**src/rtl/sd_cmd_pkg.sv**
```systemverilog
// Shared types and constants for the SD host command path: FSM states, frame sizes,
// CRC7 polynomial and default response timing.
package sd_cmd_pkg;

    typedef enum logic [2:0] {
        StIdle,
        StSend,
        StTurn,
        StWaitStart,
        StReceive,
        StCheck,
        StAck
    } state_e;

    localparam int unsigned CMD_FRAME_BITS       = 48;
    localparam int unsigned CMD_PAYLOAD_BITS     = 40;
    localparam logic [6:0]  CRC7_POLY            = 7'h09;  // x^7 + x^3 + 1
    localparam int unsigned RESP_TIMEOUT_DEFAULT = 64;
    localparam int unsigned TURN_CYCLES_DEFAULT  = 2;
    localparam logic [5:0]  CMD_NO_RESP_INDEX    = 6'd0;

endpackage

```
**src/rtl/sd_crc7.sv**
```systemverilog
// Serial CRC7 (x^7 + x^3 + 1, init 0), one bit per enabled cycle; clear has priority.
module sd_crc7
    import sd_cmd_pkg::*;
(
    input  logic       clk_i,
    input  logic       rst_i,
    input  logic       clear_i,
    input  logic       en_i,
    input  logic       bit_i,
    output logic [6:0] crc_o
);
    logic [6:0] crc_q, crc_d;
    logic       fb;

    always_comb begin
        fb    = crc_q[6] ^ bit_i;
        crc_d = crc_q;
        if (clear_i) begin
            crc_d = '0;
        end else if (en_i) begin
            crc_d = {crc_q[5:0], 1'b0} ^ (fb ? CRC7_POLY : 7'h00);
        end
    end

    always_ff @(posedge clk_i) begin
        if (rst_i) begin
            crc_q <= '0;
        end else begin
            crc_q <= crc_d;
        end
    end

    assign crc_o = crc_q;

endmodule

```
**src/rtl/cmd_serial_host.sv**
```systemverilog
// SD command serialiser: sends a 48-bit command frame with CRC7 on CMD, then collects and
// CRC-checks the 48-bit response, handing the payload back over a four-phase handshake.
module cmd_serial_host
    import sd_cmd_pkg::*;
#(
    parameter int unsigned RESP_TIMEOUT = RESP_TIMEOUT_DEFAULT,
    parameter int unsigned TURN_CYCLES  = TURN_CYCLES_DEFAULT
) (
    input  logic                        clock,
    input  logic                        reset,
    input  logic                        req_in,
    input  logic [CMD_PAYLOAD_BITS-1:0] cmd_in,
    output logic                        ack_out,
    output logic [CMD_PAYLOAD_BITS-1:0] cmd_out,
    output logic                        serial_ready,
    output logic                        crc_err,
    output logic                        timeout_err,
    output logic                        cmd_pin_out,
    output logic                        cmd_pin_oe,
    input  logic                        cmd_pin_in
);
    localparam int unsigned TmoW = $clog2(RESP_TIMEOUT + 1);

    state_e                      state_q, state_d;
    logic [5:0]                  bit_cnt_q, bit_cnt_d;
    logic [TmoW-1:0]             tmo_cnt_q, tmo_cnt_d;
    logic [CMD_PAYLOAD_BITS-1:0] frame_q, frame_d;
    logic [CMD_FRAME_BITS-1:0]   rx_q, rx_d;
    logic [CMD_PAYLOAD_BITS-1:0] cmd_out_q, cmd_out_d;
    logic                        crc_err_q, crc_err_d;
    logic                        tmo_err_q, tmo_err_d;
    logic                        pin_q, pin_d;
    logic                        oe_q, oe_d;
    logic                        crc_clr, crc_en, crc_bit;
    logic [6:0]                  crc;
    logic [5:0]                  tx_idx;
    logic [2:0]                  crc_idx;

    sd_crc7 u_crc7 (
        .clk_i   (clock),
        .rst_i   (reset),
        .clear_i (crc_clr),
        .en_i    (crc_en),
        .bit_i   (crc_bit),
        .crc_o   (crc)
    );

    // Pin drive is registered, so SEND runs one cycle longer than the 48 bits on the line.
    always_comb begin
        state_d   = state_q;
        bit_cnt_d = bit_cnt_q;
        tmo_cnt_d = tmo_cnt_q;
        frame_d   = frame_q;
        rx_d      = rx_q;
        cmd_out_d = cmd_out_q;
        crc_err_d = crc_err_q;
        tmo_err_d = tmo_err_q;
        pin_d     = 1'b1;
        oe_d      = 1'b0;
        crc_clr   = 1'b0;
        crc_en    = 1'b0;
        crc_bit   = cmd_pin_in;
        tx_idx    = 6'd39 - bit_cnt_q;
        crc_idx   = 3'(6'd46 - bit_cnt_q);

        unique case (state_q)
            StIdle: begin
                if (req_in) begin
                    frame_d   = cmd_in;
                    crc_clr   = 1'b1;
                    crc_err_d = 1'b0;
                    tmo_err_d = 1'b0;
                    bit_cnt_d = '0;
                    state_d   = StSend;
                end
            end
            StSend: begin
                bit_cnt_d = bit_cnt_q + 6'd1;
                if (bit_cnt_q < 6'd40) begin
                    oe_d    = 1'b1;
                    pin_d   = frame_q[tx_idx];
                    crc_en  = 1'b1;
                    crc_bit = frame_q[tx_idx];
                end else if (bit_cnt_q < 6'd47) begin
                    oe_d  = 1'b1;
                    pin_d = crc[crc_idx];
                end else if (bit_cnt_q == 6'd47) begin
                    oe_d  = 1'b1;
                    pin_d = 1'b1;
                end else begin
                    crc_clr   = 1'b1;
                    bit_cnt_d = '0;
                    tmo_cnt_d = '0;
                    if (frame_q[37:32] == CMD_NO_RESP_INDEX) begin
                        cmd_out_d = '0;
                        state_d   = StAck;
                    end else begin
                        state_d = StTurn;
                    end
                end
            end
            StTurn: begin
                bit_cnt_d = bit_cnt_q + 6'd1;
                if (bit_cnt_q == 6'(TURN_CYCLES - 1)) begin
                    state_d = StWaitStart;
                end
            end
            StWaitStart: begin
                if (!cmd_pin_in) begin
                    rx_d      = {rx_q[CMD_FRAME_BITS-2:0], cmd_pin_in};
                    crc_en    = 1'b1;
                    bit_cnt_d = 6'd1;
                    state_d   = StReceive;
                end else if (tmo_cnt_q == TmoW'(RESP_TIMEOUT)) begin
                    tmo_err_d = 1'b1;
                    cmd_out_d = '0;
                    state_d   = StAck;
                end else begin
                    tmo_cnt_d = tmo_cnt_q + 1'b1;
                end
            end
            StReceive: begin
                rx_d      = {rx_q[CMD_FRAME_BITS-2:0], cmd_pin_in};
                crc_en    = (bit_cnt_q < 6'd40);
                bit_cnt_d = bit_cnt_q + 6'd1;
                if (bit_cnt_q == 6'd47) begin
                    state_d = StCheck;
                end
            end
            StCheck: begin
                cmd_out_d = rx_q[47:8];
                crc_err_d = (crc != rx_q[7:1]) || !rx_q[0];
                state_d   = StAck;
            end
            StAck: begin
                if (!req_in) begin
                    state_d = StIdle;
                end
            end
            default: state_d = StIdle;
        endcase
    end

    always_ff @(posedge clock) begin
        if (reset) begin
            state_q   <= StIdle;
            bit_cnt_q <= '0;
            tmo_cnt_q <= '0;
            frame_q   <= '0;
            rx_q      <= '0;
            cmd_out_q <= '0;
            crc_err_q <= 1'b0;
            tmo_err_q <= 1'b0;
            pin_q     <= 1'b1;
            oe_q      <= 1'b0;
        end else begin
            state_q   <= state_d;
            bit_cnt_q <= bit_cnt_d;
            tmo_cnt_q <= tmo_cnt_d;
            frame_q   <= frame_d;
            rx_q      <= rx_d;
            cmd_out_q <= cmd_out_d;
            crc_err_q <= crc_err_d;
            tmo_err_q <= tmo_err_d;
            pin_q     <= pin_d;
            oe_q      <= oe_d;
        end
    end

    assign ack_out      = (state_q == StAck);
    assign serial_ready = (state_q == StIdle);
    assign cmd_out      = cmd_out_q;
    assign crc_err      = crc_err_q;
    assign timeout_err  = tmo_err_q;
    assign cmd_pin_out  = pin_q;
    assign cmd_pin_oe   = oe_q;

endmodule

```
**config.mk**
```make
export PLATFORM = sky130hd
export DESIGN_NAME = cmd_serial_host
export DESIGN_NICKNAME = d
export VERILOG_FILES = /design/src/rtl/sd_cmd_pkg.sv /design/src/rtl/sd_crc7.sv /design/src/rtl/cmd_serial_host.sv
export SDC_FILE = /design/constraint.sdc
export NUM_CORES = 1
export LEC_CHECK = 0
export CAP_MARGIN = 20
export CORE_AREA = 2 2 116 118
export CTS_BUF_LIST = sky130_fd_sc_hd__clkbuf_4
export DETAILED_ROUTE_END_ITERATION = 8
export DIE_AREA = 0 0 118 120
export PLACE_DENSITY = 0.85
export SLEW_MARGIN = 20
export SYNTH_ARGS = -nofsm -noshare
export SYNTH_HDL_FRONTEND = slang
export SYNTH_SLANG_ARGS = --single-unit
```
**constraint.sdc**
```tcl
create_clock -name clock -period 2.25 [get_ports clock]
set_input_delay 0.45 -clock clock [delete_from_list [all_inputs] [get_ports clock]]
set_output_delay 0.45 -clock clock [all_outputs]
set_load 0.01 [all_outputs]
```
==> flow_summary_export.csv <==
group,metric,value,unit
status,status,"complete, but fails checks",
status,violations,"setup timing",
yosys,synthDominantCellAreaShare,0.483,
critical_path,cp-start-kind,"flip-flop",
clock_tree,ctsHtreeMaxLevel,4,
yosys,synth_fp_nets,829,
floorplan,rows,42,
yosys,synthTopCellsByCount,"195 x nand2_1, 155 x dfxtp_1, 99 x a21oi_1, 77 x nor2_1, 53 x clkbuf_1",
clock_tree,cts_made_buffers,17,
timing,setup_viol,1,
clock_tree,cts_max_path_buffers,2,
critical_path,required,2730,ps
timing,period_needed,2300,ps
power_and_ir_drop,power,6.52,mW
clock_tree,root_buffer,"clkbuf_4",
power_and_ir_drop,netSwitchingFraction,0.341,
timing,finalMaxSlewViolations,0,
yosys,synthArstFlopShare,0,
job,max_cap_viol_count,0,
global_route,grt_pass1_vias,5197,
yosys,synth.largest_area_cell,"dfxtp_1",
timing,relSlewSlack,0.288,
floorplan,coreArea,13000,sq um
placed_design,placed_cell_area,7670,sq um
power_and_ir_drop,pwr_density_cell,813,nW/um^2
route,drc,0,
route,drtAntennaViolNets,0,
floorplan,die_w,118,microns
yosys,synth_edf_count,0,
yosys,ys_types,51,
power_and_ir_drop,combPwrFrac,0.277,
timing,worst_pin_slew,1070,ps
global_route,grt_max_degree,81,
timing,skew,26.6,ps
global_route,gr-total-overflow,0,
global_route,antenna_found_initial,0,
route,first_pass_iters,4,
layout,area.growth.synth_to_final,24.9,%
yosys,synth_area_leaders,"dfxtp_1 48%, nand2_1 11%, a21oi_1 7.7%",
floorplan,start_util,0.495,
route,totalWireLength,14600,microns
layout,antenna_cells,0,
power_and_ir_drop,ir_worst_vdd,0.559,mV
critical_path,critPathArrivalTime,2780,ps
yosys,synth.avg_cell_area,8.25,sq um
route,route.vias.total,5654,
placed_design,gp_congestion,0.848,
power_and_ir_drop,p_switching,2.23,mW
clock_tree,clk_latency,540,ps
floorplan,io_pins,90,
route,avgViaCountPerCell,5.36,
critical_path,cp-end-kind,"flip-flop",
yosys,ys.flop_type,"dfxtp_1",
power_and_ir_drop,p_int,4.30,mW
timing,rsz0062_at_grt,"yes",
yosys,syn_inst,779,
global_route,grt_use_total,0.204,
timing,hold_viol,0,
placed_design,port_buffers,89,
yosys,synth_warnings,0,
floorplan,die_y,120,microns
clock_tree,cts_sinks,155,
critical_path,crit_fanout,7,
critical_path,r2r_slack,-50,ps
timing,period_share,1.02,
clock_tree,clk_pin_slew_worst_paths,130,ps
layout,stdcell_count,1054,
power_and_ir_drop,seq_power_share,0.477,
power_and_ir_drop,clkPwrFrac,0.246,
timing,worst_slack,-48.3,ps
route,drtIter0Drc,400,
min_path,hold_class,"in -> reg",
layout,drive_gt1_frac,0.112,
yosys,ys_seq_area_frac,0.483,
clock_tree,cts_tree,"built",
global_route,grt_pass1_wl,23900,microns
timing,fmax,435,MHz
placed_design,dp_hpwl,9620,microns
power_and_ir_drop,leakagePower,2.79,nW
placed_design,dp.cells,1019,
yosys,ys_seq_elements,155,
route,wl_per_cell,13.8,microns
floorplan,die_area,14200,sq um
layout,postLayoutCellArea,8030,sq um
layout,fin_nets,915,
yosys,synth.most_common_cell,"nand2_1",
layout,nFillCells,1123,
critical_path,critical_path_class,"reg -> reg",
yosys,synth_area,6420,sq um
[layout by cell type (no fill, tap or decap), types with 4 or more instances in the layout]
cell / Yosys / routed
clkdlybuf4s50_1: 0 / 86
nor3_1: 14 / 13
buf_12: 0 / 4
buf_6: 1 / 4
a21oi_1: 99 / 99
xnor2_1: 14 / 14
nand2_1: 195 / 195
buf_4: 0 / 32
mux4_2: 4 / 8
clkinv_1: 1 / 4
nand4_1: 4 / 4
ha_1: 6 / 5
o21ai_0: 14 / 13
a22oi_1: 42 / 42
clkbuf_4: 0 / 17
nor2_1: 77 / 76
mux2i_1: 9 / 9
inv_6: 0 / 5
dfxtp_1: 155 / 151
nand3_1: 10 / 10
and2_1: 5 / 5
inv_1: 9 / 9
[per-stage QoR]
stage / hold WS (ps) / setup WS, ps / setup TNS [ps] / util
global placement: 438 / -111 / -4720 / 0.591
finish: 422 / -48.3 / -48.3 / 0.618
CTS: 380 / -46.1 / -46.1 / 0.616
floorplan: 432 / -17.6 / -17.6 / -
global route: 397 / -125 / -295 / 0.618
detailed placement: 444 / -201 / -7370 / 0.591
[final cells by class]
class                           instances  area, sq um  area share
Sequential cell                       155         3110       0.388
Tap cell                              176          220      0.0274
Multi-Input combinational cell        553         3150       0.392
Clock buffer                           17          128      0.0159
Inverter                               10         37.5     0.00468
Timing Repair Buffer                  128         1240       0.155
Clock inverter                         15          138      0.0171
[kinds of logic (layout without fill, tap and decap cells)]
kind of cell,Yosys count,count (layout),synth area share
and+or+nand+nor,326,326,0.209
AOI/OAI and AO/OA,183,183,0.175
DFF,155,155,0.483
buffers and inverters,71,170,0.0436
muxes,21,21,0.0538
xor gates and xnor gates,17,17,0.0232
adders and majority gates,6,6,0.0117
[flip-flops by register name, indices dropped and copies added, names as in the netlist]
name          flops
cmd_pin_oe        1
cmd_out          40
tmo_cnt_q         7
timeout_err       1
crc_err           1
rx_q             48
u_crc7.crc_o      7
cmd_pin_out       1
frame_q          40
state_q           3
bit_cnt_q         6
[worst paths after layout]
kind / start / to / cells past startpoint
worst min register to register: frame_q[2] / frame_q[2] / 2
worst max register to register: bit_cnt_q[0] / u_crc7.crc_o[3] / 7
worst max-delay path: bit_cnt_q[0] / u_crc7.crc_o[3] / 7
worst min-delay path: reset / tmo_cnt_q[5] / 4
[worst max-delay path, stage by stage (launching register included)]
cell and delay, ps:
dfxtp_4 470, buf_6 120, mux4_2 480, mux2_4 280, o221ai_4 210, a2111oi_4 110
or4_1 510, nand3_1 90
[layer usage]
metal,GRT usage,vias up,share of wire
li1,-,2829,-
met1,0.263,2678,0.46
met2,0.340,129,0.48
met3,0.0542,18,0.046
met4,0.0572,0,0.012
met5,0,-,0
[power by group through the flow]
| stage | registers [mW] | clock network (mW) | logic (mW) |
|---|---|---|---|
| after CTS | 3.10 | 1.64 | 1.77 |
| final | 3.11 | 1.60 | 1.81 |
| after detailed placement | 3.16 | 0 | 1.71 |
| after global routing | 3.14 | 1.75 | 1.98 |
| after global placement | 3.15 | 0 | 1.70 |
| after floorplan | 3.08 | 0 | 1.25 |
[timing repair]
| item | 4_1_cts | 5_1_grt |
|---|---|---|
| pin swaps | 3 | 0 |
| endpoints found under the setup margin | 4 | 4 |
| endpoints found under the hold margin | 0 | 0 |
| setup buffers | 3 | 0 |
| hold buffers | 0 | 0 |
| resized for setup | 17 | 5 |
Power figures use the tool's default switching activity.
